--- config.mk ---
export PLATFORM = sky130hd
export DESIGN_NAME = rule_cfg_loader
export DESIGN_NICKNAME = d
export VERILOG_FILES = /design/src/rtl/rule_cfg_loader.sv
export SDC_FILE = /design/constraint.sdc
export NUM_CORES = 1
export LEC_CHECK = 0
export ABC_CLOCK_PERIOD_IN_PS = 18500
export CAP_MARGIN = 20
export CORE_MARGIN = 1.5
export CORE_UTILIZATION = 35
export CTS_CLUSTER_SIZE = 25
export DETAILED_ROUTE_END_ITERATION = 7
export GPL_TIMING_DRIVEN = 0
export PLACE_DENSITY = 0.59
export SLEW_MARGIN = 20
export SYNTH_ARGS = -nofsm -noshare
export SYNTH_HDL_FRONTEND = slang
export SYNTH_SLANG_ARGS = --single-unit
--- constraint.sdc ---
create_clock -name i_clk -period 18.5 [get_ports i_clk]
set_input_delay 2.775 -clock i_clk [delete_from_list [all_inputs] [get_ports i_clk]]
set_output_delay 2.775 -clock i_clk [all_outputs]
set_load 0.01 [all_outputs]
--- src/rtl/rule_cfg_loader.sv ---
// Rule configuration loader: assembles rule words from a narrow config
// stream and writes (or clears) one slot of a rule table per command.
module rule_cfg_loader #(
    parameter int RULE_NUM   = 4,
    parameter int RULE_WIDTH = 113,
    parameter int CFG_WIDTH  = 32
) (
    input  logic                  i_clk,
    input  logic                  i_rst,
    input  logic                  i_cfg_valid,
    input  logic [CFG_WIDTH-1:0]  i_cfg_data,
    output logic                  o_cfg_ready,
    input  logic                  i_cfg_abort,
    output logic [RULE_NUM-1:0]   o_rule_wren,
    output logic [RULE_WIDTH-1:0] o_rule_wdata,
    output logic                  o_done,
    output logic                  o_err,
    output logic                  o_busy
);

    localparam int BEATS = (RULE_WIDTH + CFG_WIDTH - 1) / CFG_WIDTH;
    localparam int CNT_W = $clog2(BEATS + 1);
    localparam logic [CNT_W-1:0] LAST_BEAT = CNT_W'(BEATS - 1);
    localparam logic [7:0] OP_WRITE = 8'h01;
    localparam logic [7:0] OP_CLEAR = 8'h02;

    typedef enum logic [1:0] {
        ST_IDLE,
        ST_LOAD,
        ST_DRAIN,
        ST_COMMIT
    } state_t;

    state_t                state_q, state_d;
    logic [CNT_W-1:0]      cnt_q, cnt_d;
    logic [7:0]            idx_q, idx_d;
    logic [RULE_WIDTH-1:0] asm_q, asm_d;
    logic [RULE_NUM-1:0]   wren_q, wren_d;
    logic [RULE_WIDTH-1:0] wdata_q, wdata_d;
    logic                  done_q, done_d;
    logic                  err_q, err_d;
    logic                  ready_q, ready_d;

    logic       xfer;
    logic [7:0] hdr_op;
    logic [7:0] hdr_idx;
    logic       hdr_idx_ok;

    assign xfer       = i_cfg_valid & ready_q;
    assign hdr_op     = i_cfg_data[CFG_WIDTH-1 -: 8];
    assign hdr_idx    = i_cfg_data[7:0];
    assign hdr_idx_ok = ({1'b0, hdr_idx} < 9'(RULE_NUM));

    // Decode a slot number into its one-hot write strobe.
    function automatic logic [RULE_NUM-1:0] one_hot(input logic [7:0] idx);
        logic [RULE_NUM-1:0] v;
        v = '0;
        for (int i = 0; i < RULE_NUM; i++) begin
            v[i] = (int'(idx) == i);
        end
        return v;
    endfunction

    // Next-state logic; commit/err outputs are computed on the edge that enters COMMIT or IDLE.
    always_comb begin
        state_d = state_q;
        cnt_d   = cnt_q;
        idx_d   = idx_q;
        asm_d   = asm_q;
        wren_d  = '0;
        wdata_d = wdata_q;
        done_d  = 1'b0;
        err_d   = 1'b0;
        case (state_q)
            ST_IDLE: begin
                if (xfer) begin
                    if (hdr_op == OP_WRITE) begin
                        cnt_d = '0;
                        asm_d = '0;
                        if (hdr_idx_ok) begin
                            idx_d   = hdr_idx;
                            state_d = ST_LOAD;
                        end else begin
                            state_d = ST_DRAIN;
                        end
                    end else if (hdr_op == OP_CLEAR && hdr_idx_ok) begin
                        idx_d   = hdr_idx;
                        asm_d   = '0;
                        state_d = ST_COMMIT;
                        wren_d  = one_hot(hdr_idx);
                        wdata_d = '0;
                        done_d  = 1'b1;
                    end else begin
                        err_d = 1'b1;
                    end
                end
            end
            ST_LOAD: begin
                if (i_cfg_abort) begin
                    asm_d   = '0;
                    err_d   = 1'b1;
                    state_d = ST_IDLE;
                end else if (xfer) begin
                    for (int b = 0; b < CFG_WIDTH; b++) begin
                        if (int'(cnt_q) * CFG_WIDTH + b < RULE_WIDTH) begin
                            asm_d[int'(cnt_q) * CFG_WIDTH + b] = i_cfg_data[b];
                        end
                    end
                    if (cnt_q == LAST_BEAT) begin
                        state_d = ST_COMMIT;
                        wren_d  = one_hot(idx_q);
                        wdata_d = asm_d;
                        done_d  = 1'b1;
                    end else begin
                        cnt_d = cnt_q + CNT_W'(1);
                    end
                end
            end
            ST_DRAIN: begin
                if (i_cfg_abort) begin
                    err_d   = 1'b1;
                    state_d = ST_IDLE;
                end else if (xfer) begin
                    if (cnt_q == LAST_BEAT) begin
                        err_d   = 1'b1;
                        state_d = ST_IDLE;
                    end else begin
                        cnt_d = cnt_q + CNT_W'(1);
                    end
                end
            end
            ST_COMMIT: begin
                state_d = ST_IDLE;
            end
            default: begin
                state_d = ST_IDLE;
            end
        endcase
        ready_d = (state_d != ST_COMMIT);
    end

    // State and output registers; reset clears everything including ready.
    always_ff @(posedge i_clk or posedge i_rst) begin
        if (i_rst) begin
            state_q <= ST_IDLE;
            cnt_q   <= '0;
            idx_q   <= '0;
            asm_q   <= '0;
            wren_q  <= '0;
            wdata_q <= '0;
            done_q  <= 1'b0;
            err_q   <= 1'b0;
            ready_q <= 1'b0;
        end else begin
            state_q <= state_d;
            cnt_q   <= cnt_d;
            idx_q   <= idx_d;
            asm_q   <= asm_d;
            wren_q  <= wren_d;
            wdata_q <= wdata_d;
            done_q  <= done_d;
            err_q   <= err_d;
            ready_q <= ready_d;
        end
    end

    assign o_cfg_ready  = ready_q;
    assign o_rule_wren  = wren_q;
    assign o_rule_wdata = wdata_q;
    assign o_done       = done_q;
    assign o_err        = err_q;
    assign o_busy       = (state_q != ST_IDLE);

endmodule

======== Yosys cells after proc, flatten, opt, wreduce, memory -nomap -nowiden ========
Index checks and enable logic that the tools add are counted.
word-level totals
  output and inout port bits .............. 121
  flip-flop bits (word level) ............. 246
operators by class
  equal/unequal tests ..................... 26
  add/subtract/negate cells ............... 32
  order comparisons ....................... 97
  muxes and demuxes ....................... 273
  reduce and logical (&&, ||, !) cells .... 45
  bitwise gates (word level) .............. 1
operators with widths
  kind                 count
  $mux 113             135
  $bwmux 113           32
  $lt 32x8->1 const B  31
  $pmux 113 s2         2
  $ge 9x1->1 const B   31
  $lt 9x8->1 const B   31
  $demux 1 s7          31
  $add 8x5->9 const B  16
  $add 8x4->9 const B  8
  $mux 1               43
  $add 8x3->9 const B  4
  $logic_and 1x1->1    33
  $eq 8x3->1 const B   4
  $eq 8x2->1 const B   3
  $mux 4               6
  $mux 8               3
  $ne 2x2->1 const B   11
  $mux 2               10
  $add 8x2->9 const B  2
  $logic_not 8->1      2
  $mux 3               5
  $add 8x1->9 const B  1
  $eq 8x1->1 const B   1
  $ge 8x1->1 const B   1
  22 further kinds     28

======== Logic depth before layout (Yosys ltp) ========
  word-level depth ........................ 165
  gate-level depth with buffers ........... 10
  depth with buffers taken out ............ 7

======== Least setup slack after synthesis ========
Ideal clock, no wire load.
  path type ............................... input to register
  start point ............................. input i_cfg_data[29]
  end point ............................... register idx_q[0]
  arrival time ............................ 4.372 ns
  slack ................................... 14.003 ns
  data required time ...................... 18.375 ns
  stages .................................. 4
  path buffers ............................ 0
  path through ............................ or4_4 > or2_4 > nor4_4 > mux2_2
between the ends
  word-level cells in the longest chain between the ends .. 4
ends and longest elaborated chain
  element                             RTL line  RTL
  from (decl)                         11        input logic [CFG_WIDTH-1:0] i_cfg_data,
  $eq 8x2->1                          86        end else if (hdr_op == OP_CLEAR && hdr_idx_ok) begin
  $logic_and 1x1->1                   86
  $reduce_bool 2->1 (no source line)  -
  $reduce_and 4->1 (no source line)   -
  to (signal assigned)                157       idx_q <= idx_d;
  to (decl)                           36        logic [7:0] idx_q, idx_d;
Several ways; a longest one is shown, not always the timed one.
A chain may end at the register's enable or synchronous reset.

======== Worst setup path after layout ========
  start point ............................. input i_cfg_data[2]
  end point ............................... register wdata_q[94], in the netlist o_rule_wdata[94]
between the ends
  word-level cells in the longest chain between the ends .. 151
ends and longest elaborated chain
  element               RTL line  RTL
  $bwmux 113            106       asm_d[int'(cnt_q) * CFG_WIDTH + b] = i_cfg_data[b];
  $mux 113              105       if (int'(cnt_q) * CFG_WIDTH + b < RULE_WIDTH) begin
  $mux 113              103       end else if (xfer) begin
  $mux 113              99        if (i_cfg_abort) begin
  $mux 113              74        case (state_q)
  $bwmux 113            106
  $mux 113              105
  $mux 113              103
  [... 135 more ...]    -
  $mux 113              99
  $mux 113              74
  $bwmux 113            106
  $mux 113              105
  $mux 113              109       if (cnt_q == LAST_BEAT) begin
  $mux 113              103
  $mux 113              99
  $pmux 113 s2          74
  to (signal assigned)  160       wdata_q <= wdata_d;
  to (decl)             39        logic [RULE_WIDTH-1:0] wdata_q, wdata_d;
Several ways; a longest one is shown, not always the timed one. The select of a mux whose other input is x is not followed.

==> flow_summary.ini <==
[routing]
wl_um = 33200
drtAntennaViolNets = 0
drc = 0
vias_per_cell = 5.19
drt_iter0_markers = 638
vias = 8552
firstDrtPassIters = 5
wl_per_cell_um = 20.1

[hold_path]
hold_start = o_rule_wdata[101]
hold_depth = 2
hold_path_class = flip-flop to flip-flop
min_to = o_rule_wdata[101]

[timing]
report.final.slew_viol_count = 0
clock_skew_ns = 0.0209
worst_pin_slew_ns = 0.809
hold_viol = 0
setup_tns_ns = 0
rsz0062_at_grt = false
setup_viol = 0
period_share = 0.276
fin_crit_ns = 5.10
maxSlewHeadroom = 0.456
fmax_ghz = 0.196

[clock_tree]
numClockSinks = 246
clk_path_buf_depth = 3
insertion_delay_ns = 0.55
clk_pin_slew_ns = 0.06
holdBufCountCts = 0
cts_tree = yes
cts.repair.resized = 0
cts-root-buf = clkbuf_16
htreeDepth = 1
cts_made_buffers = 28
postCtsSetupBuffers = 0

[die]
die_area_um2 = 32900
boundaryPins = 157
initial_core_util = 0.354
core_area_um2 = 31500
die-height_um = 181
die_width_um = 181
placementRows = 65

[place]
place_area_um2 = 13300
port_buffers = 156
dp.final_hpwl_um = 23100
gp_congestion = 0.823

[setup_path]
startpoint_type = input port
r2r_cells = 8
criticalPathCategory = input port to flip-flop
critPathCaptureType = flip-flop
crit_arrival_ns = 5.49
timing.rr.start = state_q[1]
cp_max_fo = 10
r2r_setup_slack_ns = 15.47
required_ns = 18.89
reg2reg_to = asm_q[57]

[logic_synthesis]
syn_area_um2 = 11100
synth.distinct_cells = 46
synthCells = 1042
ys_ff_latch = 246
yosysTopAreaCell = dfrtp_1
netlist.area_leader.share = 0.553
ys_seq_area_frac = 0.553
synthMostInstantiatedCell = nand2_1
yosys_warnings = 0
synth_nets = 1088
synth_edf_count = 0
async_reset_ff_frac = 1.00
ys.flop_type = dfrtp_1
ys_top_cells_by_area = dfrtp_1, mux2_2, nand2_1, o2bb2ai_1, o21ai_0
synth_commonest_cells = nand2_1, dfrtp_1, mux2_2, o21ai_0, o2bb2ai_1
avgSynthCellArea_um2 = 10.7

[pwr]
power.density_nw_per_um2 = 95.7
ir_drop_v = 0.0000761
p_leak_nw = 5.87
total_power_mw = 1.35

[final_layout]
final_area_um2 = 14100
fin_nets = 1276
num_antenna_cells = 0
drive_above_1_share = 0.154
n_fill_cell = 2972
area_delta_synth_final_pct = 27.0

[global_routing]
grt_pass1_wl_um = 52200
grtUsageTotal = 0.203
grt_max_degree = 104
antenna_found_initial = 0
grt_pass1_vias = 8855
overflow = 0

[job]
cap_violations = 0

[run_status]
outcome = finished clean
## worst max-delay path: stages
cell and delay [ns]:
clkdlybuf4s50_1 0.70, or4b_1 0.69, nor4_1 0.28, o21ai_2 0.26, buf_6 0.24, clkbuf_1 0.29, nand2_1 0.14, o21ai_0 0.10
## layout by cell type, fill, tap and decap left out, types with 2 or more instances in the layout
cell,count
buf_6,7
nand4_1,3
buf_16,2
o211ai_2,3
nor4_1,4
inv_8,2
or3_1,2
inv_1,7
clkbuf_1,52
nand2_1,279
dfrtp_1,246
clkbuf_16,29
nor2_1,15
buf_2,13
or4_1,2
nand3_2,3
a21oi_1,5
mux2i_1,3
a22o_1,18
clkbuf_8,7
mux2_2,115
and3_1,3
o21ai_0,96
clkinv_2,2
clkdlybuf4s50_1,156
nand2b_1,3
ha_1,10
nand3_1,9
o2bb2ai_1,96
buf_1,4
nor2b_1,10
o21ai_1,20
## per-stage QoR
step | hold slack, ns | setup WS [ns] | std cells | utilization
6_report | 0.475 | 13.40 | 1649 | 0.449
5_1_grt | 0.496 | 13.26 | 1649 | 0.449
4_1_cts | 0.482 | 13.44 | 1649 | 0.449
3_5_place_dp | 0.468 | 12.88 | 1602 | 0.422
3_3_place_gp | 0.465 | 5.57 | 1600 | 0.420
2_1_floorplan | 0.451 | 8.97 | 1042 | -
## where the power goes
group / internal, mW / switching [mW]
Clock: 0.313 / 0.221
Combinational: 0.112 / 0.159
Sequential: 0.543 / 0.00433
Total: 0.968 / 0.385
## worst max path at each step
| stage | from | end |
|---|---|---|
| finish | i_cfg_data[2] | o_rule_wdata[94] |
| global placement | i_rst | o_rule_wdata[57] |
| CTS | i_cfg_data[2] | o_rule_wdata[94] |
| global route | i_cfg_data[3] | o_rule_wdata[53] |
| detailed placement | i_cfg_data[3] | o_rule_wdata[55] |
| floorplan | i_rst | asm_q[0] |
## cell families (layout without fill, tap and decap cells)
family          Yosys count  after routing  share of synthesized area
flops                   246            246                      0.553
mux                     118            118                      0.119
buf+inv                  78            283                     0.0328
simple gates            341            341                      0.129
fa+ha+maj                10             10                     0.0112
compound gates          248            248                      0.155
xor+xnor                  1              1                   0.000786
## cell type report
cell class | count | area (um2) | share of cell area
clock buffer | 43 | 848 | 0.0600
sequential | 246 | 6160 | 0.435
tap | 402 | 503 | 0.0356
multi-input combinational | 718 | 4620 | 0.327
timing repair buffer | 158 | 1620 | 0.114
inverter | 8 | 37.5 | 0.00265
clock inverter | 4 | 28.8 | 0.00203
buffer | 70 | 335 | 0.0237
## state kept, by name (all words and copies together) (netlist names)
register,flops
asm_q,113
o_cfg_ready,1
cnt_q,3
o_err,1
state_q,2
idx_q,8
o_rule_wdata,113
o_done,1
o_rule_wren,4
## routing by layer
layer  vias up  share of wire  global-route usage
met1      4216           0.46               0.286
li1       4033              -                   -
met3        57          0.050              0.0327
met5         -              0                   0
met4         0          0.030              0.0687
met2       246           0.46               0.319
No activity file was read; power rests on OpenSTA's default activity.
